[src/rtl/pc_fetch_stage_pkg.sv]
// Shared fetch-stage constants and FSM state type.
// Optional halt detection is enabled with FETCH_HALT_DETECT_EN.
package pc_fetch_stage_pkg;

  localparam int FETCH_PC_W    = 32;
  localparam int FETCH_INSTR_W = 32;

  localparam logic [FETCH_INSTR_W-1:0] NOP_INSTR    = 32'h0000_0000;
  localparam logic [FETCH_INSTR_W-1:0] HALT_OPCODE_D = 32'hFFFF_FFFF;

  typedef enum logic {
    RUN,
    HALTED
  } fetch_state_e;

endpackage

[src/rtl/pc_fetch_stage_if_id_reg.sv]
// IF/ID pipeline register with load, flush and hold controls.
// Flush wins over load; neither asserted means hold.
module if_id_reg
  import pc_fetch_stage_pkg::*;
#(
  parameter int                 PC_W    = FETCH_PC_W,
  parameter int                 INSTR_W = FETCH_INSTR_W,
  parameter logic [INSTR_W-1:0] NOP     = NOP_INSTR
) (
  input  logic               i_clk,
  input  logic               i_rst,
  input  logic               i_load,
  input  logic               i_flush,
  input  logic [PC_W-1:0]    i_pc4,
  input  logic [INSTR_W-1:0] i_instr,
  output logic [PC_W-1:0]    o_pc4,
  output logic [INSTR_W-1:0] o_instr,
  output logic               o_valid
);

  // Bubble on flush, capture on load, otherwise keep contents.
  always_ff @(posedge i_clk or posedge i_rst) begin
    if (i_rst) begin
      o_pc4   <= '0;
      o_instr <= '0;
      o_valid <= 1'b0;
    end else if (i_flush) begin
      o_pc4   <= '0;
      o_instr <= NOP;
      o_valid <= 1'b0;
    end else if (i_load) begin
      o_pc4   <= i_pc4;
      o_instr <= i_instr;
      o_valid <= 1'b1;
    end
  end

endmodule

[src/rtl/pc_fetch_stage.sv]
// Program counter, fetch FSM and IF/ID register.
// Define FETCH_HALT_DETECT_EN to stop fetch on HALT_OPCODE.
module pc_fetch_stage
  import pc_fetch_stage_pkg::*;
#(
  parameter int                 PC_W        = FETCH_PC_W,
  parameter int                 INSTR_W     = FETCH_INSTR_W,
  parameter logic [PC_W-1:0]    RESET_PC    = 32'h0000_0000,
  parameter logic [INSTR_W-1:0] HALT_OPCODE = HALT_OPCODE_D
) (
  input  logic               i_clk,
  input  logic               i_rst,
  input  logic               i_pc_mux_ctrl,
  input  logic [PC_W-1:0]    i_target_addr,
  input  logic               i_stall,
  input  logic [INSTR_W-1:0] i_instr,
  output logic [PC_W-1:0]    o_pc,
  output logic [PC_W-1:0]    o_ifid_pc4,
  output logic [INSTR_W-1:0] o_ifid_instr,
  output logic               o_ifid_valid,
  output logic               o_halted
);

  logic [PC_W-1:0] pc_q;
  logic [PC_W-1:0] pc_d;
  logic [PC_W-1:0] pc_plus4;
  logic [PC_W-1:0] target_aligned;
  logic            ifid_load;
  logic            ifid_flush;
  logic            unused_bits;

`ifdef FETCH_HALT_DETECT_EN
  fetch_state_e state_q;
  fetch_state_e state_d;
`endif

  assign pc_plus4       = pc_q + PC_W'(4);
  assign target_aligned = {i_target_addr[PC_W-1:2], 2'b00};

`ifdef FETCH_HALT_DETECT_EN
  assign unused_bits = ^i_target_addr[1:0];
`else
  assign unused_bits = ^{i_target_addr[1:0], HALT_OPCODE};
`endif

  // Next PC and IF/ID control: redirect > stall > halted > sequential.
  always_comb begin
    pc_d       = pc_q;
    ifid_load  = 1'b0;
    ifid_flush = 1'b0;
`ifdef FETCH_HALT_DETECT_EN
    state_d    = state_q;
`endif
    if (i_pc_mux_ctrl) begin
      pc_d       = target_aligned;
      ifid_flush = 1'b1;
`ifdef FETCH_HALT_DETECT_EN
      state_d    = RUN;
`endif
    end else if (i_stall) begin
      pc_d = pc_q;
`ifdef FETCH_HALT_DETECT_EN
    end else if (state_q == HALTED) begin
      ifid_flush = 1'b1;
`endif
    end else begin
      ifid_load = 1'b1;
      pc_d      = pc_plus4;
`ifdef FETCH_HALT_DETECT_EN
      if (i_instr == HALT_OPCODE) begin
        pc_d    = pc_q;
        state_d = HALTED;
      end
`endif
    end
  end

  // PC register.
  always_ff @(posedge i_clk or posedge i_rst) begin
    if (i_rst) pc_q <= RESET_PC;
    else       pc_q <= pc_d;
  end

`ifdef FETCH_HALT_DETECT_EN
  // Fetch FSM state register.
  always_ff @(posedge i_clk or posedge i_rst) begin
    if (i_rst) state_q <= RUN;
    else       state_q <= state_d;
  end

  assign o_halted = (state_q == HALTED);
`else
  assign o_halted = 1'b0;
`endif

  assign o_pc = pc_q;

  if_id_reg #(
    .PC_W    (PC_W),
    .INSTR_W (INSTR_W),
    .NOP     (INSTR_W'(NOP_INSTR))
  ) u_if_id_reg (
    .i_clk   (i_clk),
    .i_rst   (i_rst),
    .i_load  (ifid_load),
    .i_flush (ifid_flush),
    .i_pc4   (pc_plus4),
    .i_instr (i_instr),
    .o_pc4   (o_ifid_pc4),
    .o_instr (o_ifid_instr),
    .o_valid (o_ifid_valid)
  );

endmodule
[config.mk]
export PLATFORM = sky130hd
export DESIGN_NAME = pc_fetch_stage
export DESIGN_NICKNAME = d
export VERILOG_FILES = /design/src/rtl/pc_fetch_stage_pkg.sv /design/src/rtl/pc_fetch_stage_if_id_reg.sv /design/src/rtl/pc_fetch_stage.sv
export SDC_FILE = /design/constraint.sdc
export NUM_CORES = 1
export LEC_CHECK = 0
export CORE_MARGIN = 2
export CORE_UTILIZATION = 49
export DETAILED_ROUTE_END_ITERATION = 8
export MAX_ROUTING_LAYER = met4
export PLACE_DENSITY = 0.89
export RECOVER_POWER = 100
export SLEW_MARGIN = 20
export SYNTH_ARGS = -nofsm -noshare
export SYNTH_HDL_FRONTEND = slang
export SYNTH_SLANG_ARGS = --single-unit
[constraint.sdc]
create_clock -name i_clk -period 7.3 [get_ports i_clk]
set_input_delay 1.46 -clock i_clk [delete_from_list [all_inputs] [get_ports i_clk]]
set_output_delay 1.46 -clock i_clk [all_outputs]
set_load 0.01 [all_outputs]
* Word level (Yosys, flattened, before mapping) *
Index checks and enable logic that the tools add are counted.

storage, ports and cells
  register bits after elaboration = 97
  input port bits = 68
  output and inout bits = 98
  word-level logic and storage cells = 18

operators by class
  add/subtract/negate cells = 1
  equal/unequal tests = 1
  multiplexer cells = 11
  reductions and logical operators = 1

operators by type and width
  kind                   count
  $mux 32                6
  $add 32x3->32 const B  1
  $mux 1                 5
  $ne 2x2->1 const B     1
  $reduce_bool 2->1      1

* Longest topological paths before layout *
Gate-level depths: netlist of the first run.

  word-level depth = 4
  depth in mapped cells = 7
  depth with buffers taken out = 5

* Modules after synthesis *
From an unflattened synthesis of the first run, not the netlist that was laid out.

second synthesis, totals
  cell total of the unflattened synthesis = 495
  area, all modules = 4949.7 um2

modules (own cells, without submodules)
  module          times used  cells each  area an instance (um2)  seq. area each (um2)
  if_id_reg       1           210         2640.0                  1626.6
  pc_fetch_stage  1           285         2309.7                  750.7

* Least setup slack after synthesis of the first run *
Ideal clock, no wire load.

  path kind = input port to flip-flop
  start = in i_stall
  end = reg pc_q[17] (netlist: o_pc[17])
  setup time = 69 ps
  arrival time = 2901 ps
  required time = 7231 ps
  setup slack = 4329 ps
  stages on the path = 5
  path buffers = 1
  path through = nand4b_1 > or4_1 > clkbuf_1 > or4_1 > nand3_1

on the way
  longest elaborated chain between the ends = 1

RTL lines
  element                      line                  source
  from (decl)                  pc_fetch_stage.sv:15  input logic i_stall,
  $ne 2x2->1 (no source line)  --
  to (signal assigned)         pc_fetch_stage.sv:81  else pc_q <= pc_d;
  to (decl)                    pc_fetch_stage.sv:24  logic [PC_W-1:0] pc_q;

Every way passes these cells.
A chain may end at the register's enable or synchronous reset.

* Worst setup path in the final report of the first run *
  start = in i_pc_mux_ctrl
  end = reg pc_q[5] (netlist: o_pc[5])

on the way
  longest elaborated chain between the ends = 1
  elaborated cells between the ends (all ways) = 2
  those cells by class = eq/ne (1); mux (1)

RTL lines
  element                                                        line                  source
  from (decl)                                                    pc_fetch_stage.sv:13  input logic i_pc_mux_ctrl,
  $ne 2x2->1 (no source line) / $mux 32 (equally long branches)  --

Parallel ways exist; a longest one is shown, timed or not.

==> impl_metrics.ini, run 1 <==
[setup_path]
path_cells = clkbuf_4, clkbuf_1, o21ai_0
crit_type = primary input to flop
path_buf_inv = 2
crit_slowest_cell = clkbuf_1
end_kind = flop
worstPathRequired_ps = 7360
cp_data_arrival_time_ps = 5010
cpLargestDelayFamily = buffers and inverters
critPathMaxStageDelay_ps = 2910
cp_max_fo = 104
crit_path_start_kind = primary input

[hold_path]
hold_path_class = flop to flop

[routing]
vias = 4380
drt-initial-drc-count = 229
drtAntennaViolNets = 0
wl_per_cell_um = 17.7
drt_pass1_iterations = 5
viasPerCell = 5.78
drc = 0
routed_wl_mm = 13.4

[finish]
nNetsFinal = 689
drive_gt1_frac = 0.0448
stdcell_count = 758
fillCellCount = 737
n_antenna_cell = 0
syn_to_final_growth_pct = 37.2
multiInputGateArea_um2 = 2170
final_core_util = 0.683
regArea_um2 = 2350

[grt]
grt_pass1_vias = 4298
grt.overflow.total = 0
grt_util_all_layers = 0.267
grt_first_pass_wirelength_mm = 21.1
grt_max_degree = 105
antenna_found_initial = 0

[run_status]
status = finished with violations
violations = max-capacitance violations, max-slew violations

[clocking]
clockRootBuffer = clkbuf_8
cts-resized-gates = 0
path_clk_slew_ps = 90
hold_buffers = 0
clkLatencyLatePin_ps = 360
cts.sinks = 94
post-cts-setup-buffers = 0
cts_inserted_buffers = 9
h-tree-depth = 3
clock_tree.buffer_depth = 2
cts_tree = done

[timing]
period_needed_ps = 4950
finalSetupViolCount = 0
fmax_mhz = 202
fin_skew_ps = 8.06
worstMarginPinSlew_ps = 4170
slew_headroom = -1.78
finalCritPeriodShare = 0.678
fin_tns_setup_ps = 0
finalHoldViolations = 0
hold_slack_ps = 490
rsz0062_at_grt = false
slew_violations = 149

[synthesis]
synthCells = 483
synth_warnings = 0
avgSynthCellArea_um2 = 9.89
netlist-cell-type-count = 49
seq_area_frac_synth = 0.493
synthArstFlopShare = 1.00
ys.flop_type = dfrtp_1
synth-seq-cells = 94
syn_area_um2 = 4770
synth_edf_count = 0

[placed_design]
dp_cells = 742
post-dp-hpwl_mm = 9.28
place_congestion = 0.889
io_buffer_count = 160

[run]
max_cap_violations = 2

[floorplan]
num_rows = 36
io_pins = 166
dieArea_um2 = 10500
die_h_um = 103
core_um2 = 9590
chipWidth_um = 103
start_util = 0.498

[pwr]
leakage_nw = 2.79
peakVddDrop_mv = 0.119
power_density_nw_per_um2 = 187
-- flip-flops by register name, summed over array words and instances (netlist names) --
name	flops
o_pc	30
u_if_id_reg.o_instr	32
u_if_id_reg.o_valid	1
u_if_id_reg.o_pc4	31
-- worst paths after layout --
path / endpoint / cells after the start / start / slack [ps]
min: u_if_id_reg.o_valid / 1 / u_if_id_reg.o_valid / 490
min in group asynchronous: u_if_id_reg.o_instr[10] / 2 / i_rst / 1840
max reg2reg: u_if_id_reg.o_pc4[30] / 5 / o_pc[2] / 4080
max: o_pc[5] / 3 / i_pc_mux_ctrl / 2350
min reg2reg: u_if_id_reg.o_valid / 1 / u_if_id_reg.o_valid / 490
max in group asynchronous: u_if_id_reg.o_instr[15] / 3 / i_rst / 4040
-- cells in the final DEF (no fill, tap or decap), types with 3 or more instances in the layout --
master,instances
or3_1,10
nand4_1,8
conb_1,3
o31ai_1,10
a311oi_1,16
dlygate4sd3_1,96
a21oi_1,6
inv_1,5
nand3_1,14
a31oi_1,10
xnor2_1,16
clkbuf_1,4
clkbuf_8,10
xor2_1,6
mux2i_1,32
o211ai_1,6
clkdlybuf4s50_1,62
o21ai_0,27
nor3_1,9
a211oi_1,7
or4_1,19
dfrtp_1,94
nor2_1,72
and4_1,3
nand2_1,36
o41ai_1,5
-- synthesized netlist by cell type, types with 7 or more instances --
| cell | n | area, um2 |
|---|---|---|
| dfrtp_1 | 94 | 2350 |
| nor2_1 | 72 | 270 |
| nand2_1 | 36 | 135 |
| mux2i_1 | 32 | 320 |
| clkbuf_1 | 27 | 101 |
| o21ai_0 | 27 | 135 |
| or4_1 | 18 | 135 |
| a311oi_1 | 16 | 140 |
| xnor2_1 | 16 | 140 |
| nand3_1 | 14 | 70.1 |
| a31oi_1 | 10 | 62.6 |
| o31ai_1 | 10 | 75.1 |
| or3_1 | 10 | 62.6 |
| nor3_1 | 9 | 45.0 |
| nand4_1 | 8 | 50.1 |
| a211oi_1 | 7 | 52.6 |
-- cells by family after synthesis --
logic type | after synthesis | synth area share
adder cells (fa/ha/maj) | 1 | 0.00262
other | 1 | 0.000785
buffers and inverters | 48 | 0.0540
AO/OA/AOI/OAI | 91 | 0.129
XOR/XNOR | 22 | 0.0404
flip-flops | 94 | 0.493
AND/OR/NAND/NOR | 194 | 0.213
multiplexers | 32 | 0.0671
-- report_power, final --
group	switching [mW]	internal, mW
Combinational	0.114	0.124
Clock	0.180	0.202
Sequential	0.0467	0.559
Total	0.340	0.884
-- routing by layer --
layer | GRT usage | wire length (um) | part of all wire
met1 | 0.337 | 5600 | 0.42
met2 | 0.423 | 6590 | 0.49
met3 | 0.0481 | 913 | 0.068
met4 | 0.116 | 289 | 0.022
met5 | - | 0 | 0
-- area by class of cell --
| class | count | share of cell area |
|---|---|---|
| Clock buffer | 12 | 0.0222 |
| Clock inverter | 4 | 0.0107 |
| Sequential cell | 94 | 0.359 |
| Tap cell | 133 | 0.0254 |
| Timing Repair Buffer | 164 | 0.247 |
| Multi-Input combinational cell | 343 | 0.331 |
| Inverter | 8 | 0.00478 |
-- per-stage QoR --
stage	power, mW	worst slack [ps]	area, um2
5_1_grt	1.28	1840	6550
2_1_floorplan	0.723	3390	4780
3_3_place_gp	0.857	3390	6350
4_1_cts	1.24	3750	6560
3_5_place_dp	0.867	3360	6350
6_report	1.22	2350	6550
Power figures use the tool's default switching activity.
==> inputs of run 2 (changes only) <==
--- a/config.mk
+++ b/config.mk
@@ -6,10 +6,10 @@
 export NUM_CORES = 1
 export LEC_CHECK = 0
 export CORE_MARGIN = 2
-export CORE_UTILIZATION = 49
+export CORE_UTILIZATION = 46
 export DETAILED_ROUTE_END_ITERATION = 8
 export MAX_ROUTING_LAYER = met4
-export PLACE_DENSITY = 0.89
+export PLACE_DENSITY = 0.84
 export RECOVER_POWER = 100
 export SLEW_MARGIN = 20
 export SYNTH_ARGS = -nofsm -noshare
==> constraint.sdc (replaced) <==
create_clock -name i_clk -period 4.8 [get_ports i_clk]
set_input_delay 0.96 -clock i_clk [delete_from_list [all_inputs] [get_ports i_clk]]
set_output_delay 0.96 -clock i_clk [all_outputs]
set_load 0.01 [all_outputs]
==> impl_metrics.ini, run 2 (synthesis gave the netlist of run 1 again) <==
[pwr]
leakage_nw = 2.80
power_density_nw_per_um2 = 284
p_seq_frac = 0.494
power_frac_clock = 0.313
swShare = 0.278
comb_power_share = 0.193
p_sw_uw = 517
total_power_mw = 1.86
internal_power_mw = 1.34
peakVddDrop_mv = 0.199

[hold_path]
hold_start = u_if_id_reg.o_valid
min_path_cells = 1
hold_path_class = flop to flop
min_to = u_if_id_reg.o_valid

[floorplan]
dieArea_um2 = 11200
core_um2 = 10200
start_util = 0.469
num_rows = 37
io_pins = 166
chipWidth_um = 106
die_h_um = 106

[setup_path]
end_kind = asynchronous set/reset pin
cp_max_fo = 67
reg2reg_from = o_pc[2]
crit_slowest_cell = inv_1
crit_path_start_kind = primary input
critPathMaxStageDelay_ps = 1820
crit_type = primary input to asynchronous set/reset pin
cpLargestDelayFamily = buffers and inverters
path_cells = clkdlybuf4s50_1, inv_1, buf_4
worstPathRequired_ps = 5320
cp.depth = 3
path_buf_inv = 3
reg2regPathDepth = 5
cp_data_arrival_time_ps = 3810
r2r-end = u_if_id_reg.o_pc4[26]
rrSetupSlack_ps = 1580

[finish]
final_core_util = 0.643
largest_reg_flops = 32
n_antenna_cell = 0
drive_gt1_frac = 0.0432
mostFrequentLayoutCells = dlygate4sd3_1, dfrtp_1, nor2_1
final_area_um2 = 6550
largest-register = u_if_id_reg.o_instr
fillCellCount = 853
final_common_cell = dlygate4sd3_1
nNetsFinal = 689
syn_to_final_growth_pct = 37.2

[placed_design]
place_congestion = 0.854
io_buffer_count = 160
post-dp-hpwl_mm = 9.19
dpl_cell_area_um2 = 6350

[routing]
drc = 0
drtAntennaViolNets = 0
drt_pass1_iterations = 5
wl_per_cell_um = 17.2
routed_wl_mm = 13.1
viasPerCell = 5.67
drt-initial-drc-count = 139
vias = 4315

[clocking]
clock_tree.buffer_depth = 2
clkLatencyLatePin_ps = 370
post-cts-setup-buffers = 0
hold_buffers = 0
cts_inserted_buffers = 9
cts-resized-gates = 0
cts_tree = done
cts.sinks = 94
path_clk_slew_ps = 80
h-tree-depth = 3
clockRootBuffer = clkbuf_8

[run_status]
violations = max-capacitance violations, max-slew violations
status = finished with violations

[timing]
hold_slack_ps = 487
finalSetupViolCount = 0
slew_headroom = -0.713
rsz0062_at_grt = false
fmax_mhz = 304
fin_skew_ps = 8.94
worstMarginPinSlew_ps = 2570
finalCritPeriodShare = 0.685
finalHoldViolations = 0
period_needed_ps = 3290
slew_violations = 173
fin_tns_setup_ps = 0

[grt]
grt_first_pass_wirelength_mm = 21.5
grt_max_degree = 105
grt.overflow.total = 0
grt_util_all_layers = 0.249
grt_pass1_vias = 4416
antenna_found_initial = 0

[run]
max_cap_violations = 2
[run 2: cell count changes in the layout (fill, tap and decap cells not counted)]
cell / change
clkbuf_2: +1
clkbuf_4: -1
inv_1: +1
clkdlybuf4s50_1: +1
dlygate4sd3_1: -1
clkinvlp_2: -1
[run 2: power by group through the flow]
| stage | registers [mW] | clock network (mW) | logic [mW] |
|---|---|---|---|
| floorplan | 0.944 | 0 | 0.157 |
| global placement | 0.931 | 0 | 0.373 |
| detailed placement | 0.936 | 0 | 0.382 |
| CTS | 0.920 | 0.591 | 0.385 |
| global route | 0.929 | 0.620 | 0.393 |
| finish | 0.919 | 0.582 | 0.358 |
[run 2: how the worst max path moves through the flow]
stage / from / end / slack [ps]
final: i_rst / u_if_id_reg.o_pc4[11] / 1510
after global routing: i_rst / u_if_id_reg.o_pc4[25] / 990
after CTS: o_pc[2] / u_if_id_reg.o_pc4[26] / 1870
after detailed placement: i_stall / o_pc[25] / 1560
after global placement: i_stall / o_pc[31] / 1570
after floorplan: i_rst / o_pc[10] / 1390
[run 2: area by class of cell]
class,instances,area (um2),share of cell area
Inverter,8,30.0,0.00459
Clock inverter,4,70.1,0.0107
Multi-Input combinational cell,343,2170,0.331
Sequential cell,94,2350,0.359
Tap cell,136,170,0.0260
Clock buffer,12,145,0.0222
Timing Repair Buffer,164,1610,0.246
[run 2: metrics by stage]
stage | instances | worst slack [ps]
CTS | 761 | 1870
finish | 761 | 1510
floorplan | 485 | 1390
global route | 761 | 989
global placement | 745 | 1570
detailed placement | 745 | 1560
[run 2: metal layers]
metal / routed length (um) / global-route usage / vias up
met5: 0 / - / -
met3: 887 / 0.0482 / 21
met2: 6400 / 0.396 / 185
li1: - / - / 2027
met4: 248 / 0.0987 / 0
met1: 5560 / 0.315 / 2082
